[config.mk]
export PLATFORM = sky130hd
export DESIGN_NAME = seg_scan_capture
export DESIGN_NICKNAME = d
export VERILOG_FILES = /design/src/rtl/seg_scan_capture.sv
export SDC_FILE = /design/constraint.sdc
export NUM_CORES = 1
export LEC_CHECK = 0
export ABC_AREA = 1
export CAP_MARGIN = 20
export CORE_AREA = 2 2 81 83
export DETAILED_ROUTE_END_ITERATION = 6
export DIE_AREA = 0 0 83 85
export HOLD_SLACK_MARGIN = 0.06
export PLACE_DENSITY = 0.71
export SLEW_MARGIN = 40
export SYNTH_ARGS = -nofsm -noshare
export SYNTH_HDL_FRONTEND = slang
export SYNTH_SLANG_ARGS = --single-unit
export TNS_END_PERCENT = 5
[constraint.sdc]
create_clock -name iClk -period 1.4 [get_ports iClk]
set_clock_uncertainty 0.1 [all_clocks]
set_input_delay 0.28 -clock iClk [delete_from_list [all_inputs] [get_ports iClk]]
set_output_delay 0.28 -clock iClk [all_outputs]
set_load 0.01 [all_outputs]
[src/rtl/seg_scan_capture.sv]
// Snoops a scanned, multiplexed 7-segment bus and recovers the digit values.
// Ports: iClk/iRst, iSeg/iDigSel in; oDigits/oDp/oValid/oErr/oSelErr/oErrDigit out.
module seg_scan_capture #(
  parameter int NUM_DIGITS    = 4,
  parameter int STABLE_CYCLES = 4
) (
  input  logic                    iClk,
  input  logic                    iRst,
  input  logic [7:0]              iSeg,
  input  logic [NUM_DIGITS-1:0]   iDigSel,
  output logic [4*NUM_DIGITS-1:0] oDigits,
  output logic [NUM_DIGITS-1:0]   oDp,
  output logic                    oValid,
  output logic                    oErr,
  output logic                    oSelErr,
  output logic [2:0]              oErrDigit
);

  localparam int CW = $clog2(STABLE_CYCLES + 1);
  localparam logic [CW-1:0] C_MAX = CW'(STABLE_CYCLES);
  localparam logic [CW-1:0] C_PRE = CW'(STABLE_CYCLES - 1);

  logic [7:0]              r_seg;
  logic [NUM_DIGITS-1:0]   r_sel;
  logic [CW-1:0]           r_cnt;
  logic                    r_acc;
  logic [4*NUM_DIGITS-1:0] r_wdig;
  logic [NUM_DIGITS-1:0]   r_wdp;
  logic [NUM_DIGITS-1:0]   r_seen;

  logic                    w_match;
  logic [NUM_DIGITS-1:0]   w_zeros;
  logic [NUM_DIGITS-1:0]   w_hit;
  logic                    w_blank;
  logic                    w_onecold;
  logic [2:0]              w_idx;
  logic [3:0]              w_val;
  logic                    w_bad;

  assign w_match = (iSeg == r_seg) && (iDigSel == r_sel);

  // Select classification works on the registered pair so the
  // accepted value is the one that was actually stable.
  assign w_zeros   = ~r_sel;
  assign w_hit     = w_zeros & (~w_zeros + 1'b1);
  assign w_blank   = (w_zeros == '0);
  assign w_onecold = !w_blank && (w_zeros == w_hit);

  always_comb begin
    w_idx = 3'd0;
    for (int i = NUM_DIGITS - 1; i >= 0; i--) begin
      if (w_zeros[i]) w_idx = 3'(i);
    end
  end

  always_comb begin
    w_val = 4'hE;
    w_bad = 1'b0;
    unique case (r_seg[7:1])
      7'b0000001: w_val = 4'd0;
      7'b1001111: w_val = 4'd1;
      7'b0010010: w_val = 4'd2;
      7'b0000110: w_val = 4'd3;
      7'b1001100: w_val = 4'd4;
      7'b0100100: w_val = 4'd5;
      7'b0100000: w_val = 4'd6;
      7'b0001111: w_val = 4'd7;
      7'b0000000: w_val = 4'd8;
      7'b0000100: w_val = 4'd9;
      7'b1001000: w_val = 4'hF;
      default: begin
        w_val = 4'hE;
        w_bad = 1'b1;
      end
    endcase
  end

  always_ff @(posedge iClk) begin
    if (iRst) begin
      r_seg     <= 8'hFF;
      r_sel     <= '1;
      r_cnt     <= '0;
      r_acc     <= 1'b0;
      r_wdig    <= '0;
      r_wdp     <= '0;
      r_seen    <= '0;
      oDigits   <= '0;
      oDp       <= '0;
      oValid    <= 1'b0;
      oErr      <= 1'b0;
      oSelErr   <= 1'b0;
      oErrDigit <= 3'd0;
    end else begin
      oValid  <= 1'b0;
      oErr    <= 1'b0;
      oSelErr <= 1'b0;

      if (w_match) begin
        if (r_cnt != C_MAX) r_cnt <= r_cnt + 1'b1;
      end else begin
        r_seg <= iSeg;
        r_sel <= iDigSel;
        r_cnt <= CW'(1);
      end

      // Only the step into saturation arms the strobe, so a held
      // pair is accepted once.
      r_acc <= w_match && (r_cnt == C_PRE);

      // Completion is the edge after the last write; writes are at
      // least two edges apart, so this never races a write.
      if (&r_seen) begin
        oDigits <= r_wdig;
        oDp     <= r_wdp;
        oValid  <= 1'b1;
        r_seen  <= '0;
      end

      if (r_acc && !w_blank) begin
        if (!w_onecold) begin
          oSelErr <= 1'b1;
        end else begin
          for (int i = 0; i < NUM_DIGITS; i++) begin
            if (w_hit[i]) begin
              r_wdig[4*i +: 4] <= w_val;
              r_wdp[i]         <= ~r_seg[0];
              r_seen[i]        <= 1'b1;
            end
          end
          if (w_bad) begin
            oErr      <= 1'b1;
            oErrDigit <= w_idx;
          end
        end
      end
    end
  end

endmodule

==> flow_summary_export.csv, run 1 <==
group,metric,value,unit
outcome,status,"finished, violations left",
outcome,violations,"negative setup slack",
critical_path,cp-startpoint,"r_seg[4]$_SDFFE_PP1N_",
critical_path,endpoint,"r_wdig[13]$_SDFFE_PP0P_",
die,start_util,0.4493,
logic_synthesis,yosys.area_share.simple,0.3124,
logic_synthesis,syn_nets,398,
logic_synthesis,synth_edf_count,0,
sta,worst_slack,-0.04482,ns
logic_synthesis,yosys_register_bits,65,
die,dieArea,7055,um^2
sta,rsz0062_at_grt,"true",
global_routing,grt_busiest_layer,"met2",
routing,via_count,2530,
sta,finalSetupTns,-0.3395,ns
sta,finalSetupViolCount,12,
layout,antenna_cells,0,
placed_design,hpwl,4218,um
die,coreArea,6205,um^2
power,total_power,3611,uW
logic_synthesis,synth_xor_area_frac,0.02513,
global_routing,globalRouteMet3Util,0.04767,
critical_path,start_kind,"flop",
placed_design,io_buffers,38,
critical_path,path_max_fanout,8,
logic_synthesis,syn_area_per_cell,7.317,um^2
critical_path,cp.arrival,1.59,ns
worst_hold_path,hold_start,"r_wdig[0]$_SDFFE_PP0P_",
routing,first_pass_iters,4,
logic_synthesis,synth_async_sr_flop_share,0,
global_routing,antenna_found_initial,0,
global_routing,grt_pass1_vias,2334,
critical_path,reg2reg_slack,-0.04,ns
cts,cts_max_level,3,
sta,final_hold_viol_count,0,
critical_path,cp_cell_sequence,"nand2_1 > nor2_1 > nand2_1 > nand3_1 > nor2_4 > nand2_4 > nand3_1 > nand2_1 > inv_1",
cts,cts_tree,"done",
layout,final-instance-count-excl-fill,540,
sta,drv_slew,0,
logic_synthesis,synth_compound_area_frac,0.09874,
cts,cts-root-buf,"clkbuf_8",
logic_synthesis,yosys.area_share.adder,0.01346,
sta,fin_crit_sh,1.032,
layout,area_delta_synth_final,37.16,%
logic_synthesis,yosysSeqAreaShare,0.4668,
critical_path,crit_type,"flop to flop",
global_routing,grt_max_degree,34,
cts,clk_pin_slew,0.07,ns
critical_path,r2r-start,"r_seg[4]$_SDFFE_PP1N_",
logic_synthesis,synthCells,381,
logic_synthesis,synth_cell_types,31,
cts,clock_sinks,65,
sta,fmax,692.1,MHz
routing,drc,0,
logic_synthesis,yosys_warnings,0,
critical_path,cp_common_cell,"nand2_1",
die,num_rows,29,
layout,final_common_cell,"nor2_1",
cts,numCtsBuffers,9,
placed_design,routabilityCongestion,0.8227,
flow_run,cap_violations,0,
logic_synthesis,syn-cell-area,2788,um^2
global_routing,grt.met2_usage,0.2940,
routing,dr.first_iter.drc_count,87,
global_routing,grt_pass1_wl,9867,um
placed_design,place_inst,522,
critical_path,crit_required,1.55,ns
global_routing,grt.met1_usage,0.1980,
die,io_pins,40,
power,p_per_area,944.3,nW/um^2
die,die_h,85,um
power,peakVddDrop,520.9,uV
die,fp.dieW,83,um
critical_path,end_kind,"flop",
layout,layout_common_cells,"nor2_1 (78), dfxtp_1 (54), nand2_1 (50), inv_1 (37), buf_4 (37)",
placed_design,placed_area,3531,um^2
cts,postCtsHoldBufs,0,
logic_synthesis,synth_top_family_by_area,"simple AND/OR/NAND/NOR gates",
layout,final_nets,475,
routing,ant_nets,0,
routing,routed_wl,5718,um
global_routing,grt_usage,0.1741,
critical_path,cpMaxStageDelayCell,"dfxtp_2",
critical_path,worstReg2RegEnd,"r_wdig[13]$_SDFFE_PP0P_",
logic_synthesis,synth_flop_cell,"dfxtp_1",
layout,drive_gt1_frac,0.2527,
routing,drt-wirelength-per-cell,10.59,um
critical_path,reg2reg_depth,9,
layout,design_area,3824,um^2
cts,cts_max_path_buffers,2,
routing,vias_per_cell,4.685,
worst_hold_path,hold_path.class,"flop to flop",
power,p_leak,0.001847,uW
logic_synthesis,synth_mux_area_frac,0,
sta,min_period,1.445,ns
global_routing,grt-ovfl-total,0,
critical_path,worst_path_largest_cell_delay,0.36,ns
cts,clk_latency,0.35,ns
sta,hold_slack,0.3548,ns
logic make-up (layout without fill, tap and decap cells):
| group | Yosys count | in the layout |
|---|---|---|
| buf+inv | 58 | 140 |
| flops | 65 | 65 |
| simple gates | 194 | 194 |
| fa+ha+maj | 3 | 3 |
| compound gates | 52 | 52 |
| xor+xnor | 8 | 8 |
| other cells | 1 | 1 |
how the worst min path moves through the flow:
stage / cells past startpoint / end
finish: 2 / oDigits[0]$_SDFFE_PP0P_
global route: 2 / r_seen[3]$_SDFF_PP0_
CTS: 2 / oDigits[0]$_SDFFE_PP0P_
detailed placement: 2 / oDigits[0]$_SDFFE_PP0P_
global placement: 2 / oDigits[0]$_SDFFE_PP0P_
floorplan: 2 / r_sel[1]$_SDFFE_PP1N_
what timing repair did:
action	in CTS	in global routing
resized for setup	41	36
buffers inserted	0	2
setup endpoints to repair	52	30
pin swaps	1	8
worst max-delay path: cells and delay by family, from the launching register on:
family / cells / cell delay, ns
buf+inv: 1 / 0.03
simple gates: 8 / 0.86
flops: 1 / 0.36
per-stage QoR:
stage | utilization | worst slack (ns)
after detailed placement | 0.5691 | -0.3385
final | 0.6163 | -0.04482
after global placement | 0.5691 | -0.2821
after CTS | 0.5983 | -0.1416
after floorplan | - | 0.02597
after global routing | 0.6163 | -0.1467
cell type report:
cell class	instances	area, um^2
multi-input cells	258	1368
well taps	77	96.34
clock inverters	6	42.54
inverters	46	172.7
clock buffers	10	137.6
repair buffers	78	686.9
flip-flops and latches	65	1320
fillers	553	2381
registers in the layout, summed over array words and instances (netlist names), 2 cells and up:
register / count
r_cnt: 3
r_seg: 8
oErrDigit: 2
r_sel: 4
r_wdig: 16
oDp: 4
r_wdp: 4
r_seen: 4
oDigits: 16
layer usage:
metal | vias up | share of wire
met5 | - | 0
met4 | 0 | 0.022
met3 | 12 | 0.044
met2 | 50 | 0.49
met1 | 1117 | 0.45
li1 | 1351 | -
where the power goes:
part | leakage, uW | total, uW | switching [uW] | internal [uW]
clock network | 0.0000887 | 1430 | 737 | 692
registers | 0.000525 | 1890 | 22.2 | 1870
logic | 0.00123 | 290 | 146 | 144
Yosys cell counts (3+ instances only):
master    number  area share
a21oi_1       16       0.029
clkbuf_1      10       0.013
dfxtp_1       65        0.47
ha_1           3       0.013
inv_1         42       0.057
inv_2          3      0.0040
nand2_1       59       0.079
nand2_2        4      0.0090
nand3_1       14       0.025
nand3_2        3       0.011
nand4_1        9       0.020
nor2_1        82        0.11
nor2_2         5       0.011
nor3_1         4      0.0072
o21ai_0       33       0.059
or2_2          8       0.018
xnor2_1        3      0.0094
xor2_1         5       0.016
Note: power is estimated with default switching activity, not from simulation.
==> inputs of run 2 (changes only) <==
CELL_PAD_IN_SITES_DETAIL_PLACEMENT = 1   (was unset)
CELL_PAD_IN_SITES_GLOBAL_PLACEMENT = 2   (was unset)
CORE_AREA = 2 2 105 107   (was 2 2 81 83)
DIE_AREA = 0 0 107 109   (was 0 0 83 85)
PLACE_DENSITY = unset   (was 0.71)
PLACE_DENSITY_LB_ADDON = 0.1   (was unset)
SLEW_MARGIN = 20   (was 40)
==> flow_summary_export.csv, run 2 (same netlist as run 1, synthesis figures left out) <==
group,metric,value,unit
placed_design,routabilityCongestion,0.7194,
routing,via_count,2634,
critical_path,start_kind,"flop",
routing,vias_per_cell,4.325,
cts,clk_pin_slew,0.08,ns
sta,min_period,1.508,ns
die,fp.dieW,107,um
layout,area_delta_synth_final,46.05,%
die,dieArea,11660,um^2
routing,dr.first_iter.drc_count,39,
global_routing,grt_pass1_vias,2659,
routing,route.met2.wl,3713,um
power,p_leak,0.001927,uW
cts,clock_sinks,65,
critical_path,crit_required,1.54,ns
cts,cts_tree,"done",
layout,drive_gt1_frac,0.2772,
critical_path,reg2reg_slack,-0.11,ns
global_routing,grt_max_degree,29,
sta,drv_slew,0,
worst_hold_path,hold_path.class,"flop to flop",
layout,reg_top3,"oDigits (16), r_wdig (16), r_seg (8)",
cts,clk_latency,0.35,ns
power,p_per_area,1037,nW/um^2
outcome,status,"finished, violations left",
routing,first_pass_iters,4,
routing,met3_wirelength,194,um
die,die_h,109,um
die,start_util,0.2629,
layout,final_nets,481,
routing,top_layer_used,"met4",
power,peakVddDrop,387.5,uV
sta,final_hold_viol_count,0,
cts,cts-root-buf,"clkbuf_8",
die,coreArea,10600,um^2
power,total_power,4224,uW
sta,fin_crit_sh,1.077,
global_routing,grt_usage,0.1404,
cts,numCtsBuffers,9,
die,num_rows,38,
global_routing,grt_pass1_wl,12720,um
global_routing,grt-ovfl-total,0,
placed_design,io_buffers,38,
layout,layout_common_cells,"nor2_1 (78), dfxtp_1 (55), nand2_1 (49), inv_1 (36), buf_4 (35)",
placed_design,hpwl,5331,um
die,io_pins,40,
critical_path,path_max_fanout,7,
sta,fmax,663.3,MHz
outcome,violations,"negative setup slack",
routing,drc,0,
sta,finalSetupViolCount,21,
routing,ant_nets,0,
cts,postCtsHoldBufs,0,
routing,drt-wirelength-per-cell,12.32,um
critical_path,crit_type,"flop to flop",
routing,routed_wl,7500,um
layout,fill_cells,1287,
critical_path,cp.arrival,1.64,ns
sta,rsz0062_at_grt,"true",
global_routing,antenna_found_initial,0,
routing,met1_length,3476,um
layout,final_common_cell,"nor2_1",
sta,finalSetupTns,-0.9170,ns
cts,cts_max_path_buffers,2,
flow_run,cap_violations,0,
critical_path,end_kind,"flop",
layout,antenna_cells,0,
sta,worst_slack,-0.1076,ns
cts,cts_max_level,3,
[run 2: cell count changes in the layout (fill, tap and decap cells not counted), moves of 2 or more]
cell	delta
buf_6	+7
bufinv_16	+3
nand3_2	+3
o21ai_2	+3
a21oi_1	-2
a21oi_2	+2
buf_4	-2
clkinv_2	-2
nand3_1	-2
o21ai_1	-2
[run 2: layer usage]
layer	vias to the layer above	global-route usage
met5	-	0
met4	0	0.05288
met3	8	0.03288
met2	31	0.2420
met1	1233	0.1706
li1	1362	-
[run 2: final cells by class]
class                           instances  area [um^2]  share of cell area
Inverter                               46        172.7             0.04241
Clock buffer                           10        137.6             0.03380
Sequential cell                        65         1319              0.3239
Multi-Input combinational cell        258         1380              0.3390
Clock inverter                          6        115.1             0.02827
Timing Repair Buffer                   84        772.0              0.1896
Tap cell                              140        175.2             0.04302
[run 2: power by group]
part	switching, uW	internal [uW]
Clock	804	1240
Combinational	149	143
Sequential	23.2	1870
[run 2: timing repair]
action,CTS,global route
resized for setup,47,43
pin swaps,1,10
setup endpoints to repair,55,31
hold endpoints to repair,0,0
buffers inserted,1,3
[run 2: final timing paths]
check,start,endpoint,cells past startpoint
setup / recovery,r_sel[0]$_SDFFE_PP1N_,r_wdig[7]$_SDFFE_PP0P_,7
hold / removal,r_wdig[0]$_SDFFE_PP0P_,oDigits[0]$_SDFFE_PP0P_,2
hold reg to reg,r_wdig[0]$_SDFFE_PP0P_,oDigits[0]$_SDFFE_PP0P_,2
setup reg to reg,r_sel[0]$_SDFFE_PP1N_,r_wdig[7]$_SDFFE_PP0P_,7
[run 2: per-stage QoR]
stage	instance area [um^2]	setup WS, ns	hold slack, ns	std cells	util
2_1_floorplan	2788	0.02597	0.2764	381	-
3_3_place_gp	3652	-0.3089	0.3507	589	0.3445
3_5_place_dp	3652	-0.3982	0.3588	589	0.3445
4_1_cts	3935	-0.1594	0.3703	606	0.3711
5_1_grt	4071	-0.2158	0.3777	609	0.3840
6_report	4071	-0.1076	0.3618	609	0.3840
[run 2: critical path, cell delays in order, from the launching register on]
cell	delay, ns
dfxtp_4	0.40
nand2_4	0.08
o21ai_4	0.26
buf_6	0.15
nor2_4	0.06
buf_4	0.14
o21ai_0	0.15
a21oi_1	0.05
